## src/rtl/fifo_write_arbiter.sv

```systemverilog
// Round-robin write arbiter: N_REQ producers share one FIFO write port.
// Each grant moves up to MAX_BURST words, then priority rotates past the owner.
module fifo_write_arbiter #(
   parameter int WIDTH     = 16,
   parameter int N_REQ     = 4,
   parameter int MAX_BURST = 4
) (
   input  logic                          clk,
   input  logic                          rst,
   input  logic [N_REQ-1:0]              req,
   input  logic [N_REQ-1:0][WIDTH-1:0]   req_data,
   input  logic [N_REQ-1:0]              req_last,
   output logic [N_REQ-1:0]              ack,
   output logic                          fifo_write,
   output logic [WIDTH-1:0]              fifo_data_in,
   input  logic                          fifo_full,
   output logic [$clog2(N_REQ)-1:0]      grant_id,
   output logic                          busy
);

   localparam int IDW = $clog2(N_REQ);
   localparam int CW  = $clog2(MAX_BURST + 1);

   typedef enum logic {IDLE, GRANT} state_t;

   state_t           state_q, state_d;
   logic [IDW-1:0]   owner_q, owner_d;
   logic [CW-1:0]    burst_cnt_q, burst_cnt_d;
   logic [IDW-1:0]   next_owner;
   logic [IDW-1:0]   cand;
   logic             found;
   logic             xfer;
   logic             burst_done;

   // Search starts one past the current owner, so the owner itself is checked last.
   always_comb begin
      next_owner = owner_q;
      cand       = '0;
      found      = 1'b0;
      for (int i = 1; i <= N_REQ; i++) begin
         cand = IDW'((int'(owner_q) + i) % N_REQ);
         if (!found && req[cand]) begin
            next_owner = cand;
            found      = 1'b1;
         end
      end
   end

   always_comb begin
      state_d      = state_q;
      owner_d      = owner_q;
      burst_cnt_d  = burst_cnt_q;
      ack          = '0;
      fifo_write   = 1'b0;
      fifo_data_in = '0;
      xfer         = (state_q == GRANT) && req[owner_q] && !fifo_full;
      burst_done   = (int'(burst_cnt_q) + 1 == MAX_BURST);
      case (state_q)
         IDLE: begin
            if (found) begin
               owner_d     = next_owner;
               burst_cnt_d = '0;
               state_d     = GRANT;
            end
         end
         GRANT: begin
            fifo_write     = xfer;
            ack[owner_q]   = xfer;
            fifo_data_in   = req_data[owner_q];
            if (xfer)
               burst_cnt_d = burst_cnt_q + CW'(1);
            // A full FIFO holds the grant; only a withdrawn request ends it without a transfer.
            if ((xfer && (req_last[owner_q] || burst_done)) || !req[owner_q])
               state_d = IDLE;
         end
         default: state_d = IDLE;
      endcase
   end

   always_ff @(posedge clk or posedge rst) begin
      if (rst) begin
         state_q     <= IDLE;
         owner_q     <= IDW'(N_REQ - 1);
         burst_cnt_q <= '0;
      end else begin
         state_q     <= state_d;
         owner_q     <= owner_d;
         burst_cnt_q <= burst_cnt_d;
      end
   end

   assign busy     = (state_q == GRANT);
   assign grant_id = owner_q;

endmodule

```

## config.mk

```make
export PLATFORM = sky130hd
export DESIGN_NAME = fifo_write_arbiter
export DESIGN_NICKNAME = d
export VERILOG_FILES = /design/src/rtl/fifo_write_arbiter.sv
export SDC_FILE = /design/constraint.sdc
export NUM_CORES = 1
export LEC_CHECK = 0
export CAP_MARGIN = 40
export CORE_MARGIN = 2
export CORE_UTILIZATION = 31
export CTS_BUF_LIST = sky130_fd_sc_hd__clkbuf_16
export DETAILED_ROUTE_END_ITERATION = 10
export HOLD_SLACK_MARGIN = 0.12
export PLACE_DENSITY = 0.81
export SYNTH_ARGS = -nofsm -noshare
export SYNTH_HDL_FRONTEND = slang
export SYNTH_SLANG_ARGS = --single-unit
```

## constraint.sdc

```tcl
create_clock -name clk -period 3.1 [get_ports clk]
set_clock_uncertainty 0.05 [all_clocks]
set_input_delay 0.31 -clock clk [delete_from_list [all_inputs] [get_ports clk]]
set_output_delay 0.31 -clock clk [all_outputs]
set_load 0.01 [all_outputs]
```

==> results.cfg <==
[timing]
worstMarginPinSlew_ns = 0.7237
fin_tns_setup_ns = 0
rsz0062_at_grt = no
slew_headroom_pct = 51.31
drv_slew = 0
period_share_pct = 86.69
fmax_mhz = 372.1
period_needed_ns = 2.687
setup_viol = 0
final_hold_viol_count = 0

[global_route]
grt_max_degree = 26
grt_usage_pct = 18.91
antenna_found_initial = 0
gr-total-overflow = 0
grt_pass1_wl_um = 5947
grt_pass1_vias = 1272

[floorplan]
io_pins = 99
rows = 21
die_x_um = 63.12
coreArea_mm2 = 0.003337
die_area_mm2 = 0.003984
start_util_pct = 32.47
die_h_um = 63.12

[critical_path]
r2r_slack_ns = 0.62
endpoint_kind = output port
arrival_ns = 2.33
r2r-start = grant_id[1]
critPathRequiredTime_ns = 2.74
start_kind = register
worstPathMaxFanout = 9
worstSetupPathType = reg -> out
rr_worst_depth = 7
rr_endpoint = grant_id[1]

[placement]
place_area_mm2 = 0.002111
port_buffers = 98
placedCellCount = 233
dp_hpwl_um = 3061
gp_congestion = 0.9107

[power]
p_clk_share_pct = 12.2
combPwrFrac_pct = 75.2
peakVddDrop_mv = 0.5247
power_density_mw_per_mm2 = 773.3
switchingPower_uw = 612.1
finalPower_mw = 1.693
leakagePower_nw = 0.8468
seqPwrFrac_pct = 12.5
switching_share_pct = 36.15
internal_power_mw = 1.081

[logic_synthesis]
avgSynthCellArea_um2 = 11.53
synthCells = 94
netlist_area_mm2 = 0.001084
ys_top_cells_by_area = mux4_2, and2_1, dfrtp_1
synth_top_area_cell = mux4_2
ys_types = 26
ys_ff_latch = 6
synth_top_area_share_pct = 43.65
seq_area_frac_synth_pct = 14.09
syn-num-nets = 175
ys_warn_count = 0

[drt]
drc = 0
routedWlPerCell_um = 15.67
vias = 1231
routed_wl_um = 3714
ant_nets = 0
firstDrtPassIters = 4
viasPerCell = 5.194
drt_iter0_markers = 70

[final_layout]
layoutNonFillerInstCount = 237
syn_to_final_growth_pct = 102.1
final_cell_mix = clkdlybuf4s50_1, mux4_2, and2_1
insertedDiodeCount = 0
stdcell_area_mm2 = 0.002190
nets = 273
drive_gt1_share_pct = 15.18
layout_commonest_cell = clkdlybuf4s50_1
final_util_pct = 65.62

[clock_network]
cts_buffers = 3
clock-sinks = 6
cts_hold_buf = 0
cts-root-buf = clkbuf_16
cts.repair.resized = 0
clockBufferDepth = 2
cts_tree = done
postCtsSetupBuffers = 0
htree_levels = 1
worstSkewPairLatency_ns = 0.23
path_clk_slew_ns = 0.03

[min_path]
hold_path.class = in -> async

[flow_run]
maxCapViolCount = 0

[run_status]
status = finished, final reports clean
==> power by group through the flow <==
| stage | Sequential (mW) | Combinational, mW | Clock [mW] |
|---|---|---|---|
| 6_report | 0.212 | 1.27 | 0.207 |
| 5_1_grt | 0.224 | 1.37 | 0.218 |
| 4_1_cts | 0.213 | 1.29 | 0.212 |
| 3_5_place_dp | 0.212 | 1.28 | 0 |
| 3_3_place_gp | 0.207 | 1.27 | 0 |
| 2_1_floorplan | 0.171 | 0.789 | 0 |
==> synth_stat cells <==
cell type and count:
a211oi_1 1, a21oi_1 6, a221o_1 1, a22o_1 1
and2_1 20, and3b_1 1, buf_2 4, buf_4 1
buf_6 1, clkbuf_1 2, dfrtp_1 4, dfstp_2 2
ha_1 6, inv_1 4, mux2_1 3, mux2i_1 2
mux4_2 21, nand2_1 2, nor2_1 2, nor3_1 1
nor4_1 1, o21ai_0 2, o21ai_1 3, o31a_1 1
xnor2_1 1, xor2_1 1
==> critical path: stages (launching register included) <==
cell	delay, ns
dfstp_2	0.68
buf_4	0.25
mux4_2	0.52
and2_1	0.18
clkdlybuf4s50_1	0.47
==> stage by stage <==
stage,hold slack (ns),setup slack (ns)
floorplan,0.04951,0.6913
global placement,0.4261,0.4920
detailed placement,0.4350,0.4217
CTS,0.2534,0.4049
global route,0.2790,0.3433
finish,0.2473,0.4126
==> logic make-up (layout without fill, tap and decap cells) <==
| logic type | count (synthesis) | after routing | share of synthesized area, % |
|---|---|---|---|
| flops | 6 | 6 | 14.09 |
| buf+inv | 12 | 109 | 5.658 |
| mux | 26 | 26 | 48.61 |
| compound gates | 15 | 15 | 8.314 |
| simple gates | 27 | 27 | 14.78 |
| fa+ha+maj | 6 | 6 | 6.928 |
| xor+xnor | 2 | 2 | 1.617 |
==> registers in the layout (all words and copies together), names as in the netlist <==
register / cells
burst_cnt_q: 3
busy: 1
grant_id: 2
==> how the worst max path moves through the flow <==
stage / start / to / slack (ns)
after global routing: grant_id[0] / fifo_data_in[1] / 0.34
after floorplan: grant_id[0] / grant_id[1] / 0.69
after CTS: grant_id[0] / fifo_data_in[11] / 0.40
final: grant_id[0] / fifo_data_in[11] / 0.41
after detailed placement: req[3] / ack[3] / 0.42
after global placement: req[3] / ack[2] / 0.49
==> area by class of cell <==
| class | instances | area, µm² |
|---|---|---|
| well taps | 46 | 57.56 |
| fillers | 265 | 1147 |
| multi-input cells | 76 | 869.6 |
| clock inverters | 1 | 3.754 |
| inverters | 4 | 15.01 |
| repair buffers | 101 | 1016 |
| clock buffers | 3 | 75.07 |
| flip-flops and latches | 6 | 152.6 |
==> routing by layer <==
metal / vias to the layer above / routed length, µm / global-route usage [%]
met4: 0 / 20 / 5.833
li1: 559 / - / -
met5: - / 0 / 0
met1: 580 / 1470 / 24.05
met2: 90 / 1802 / 32.31
met3: 2 / 421 / 3.750
(Power assumes the default switching activity.)
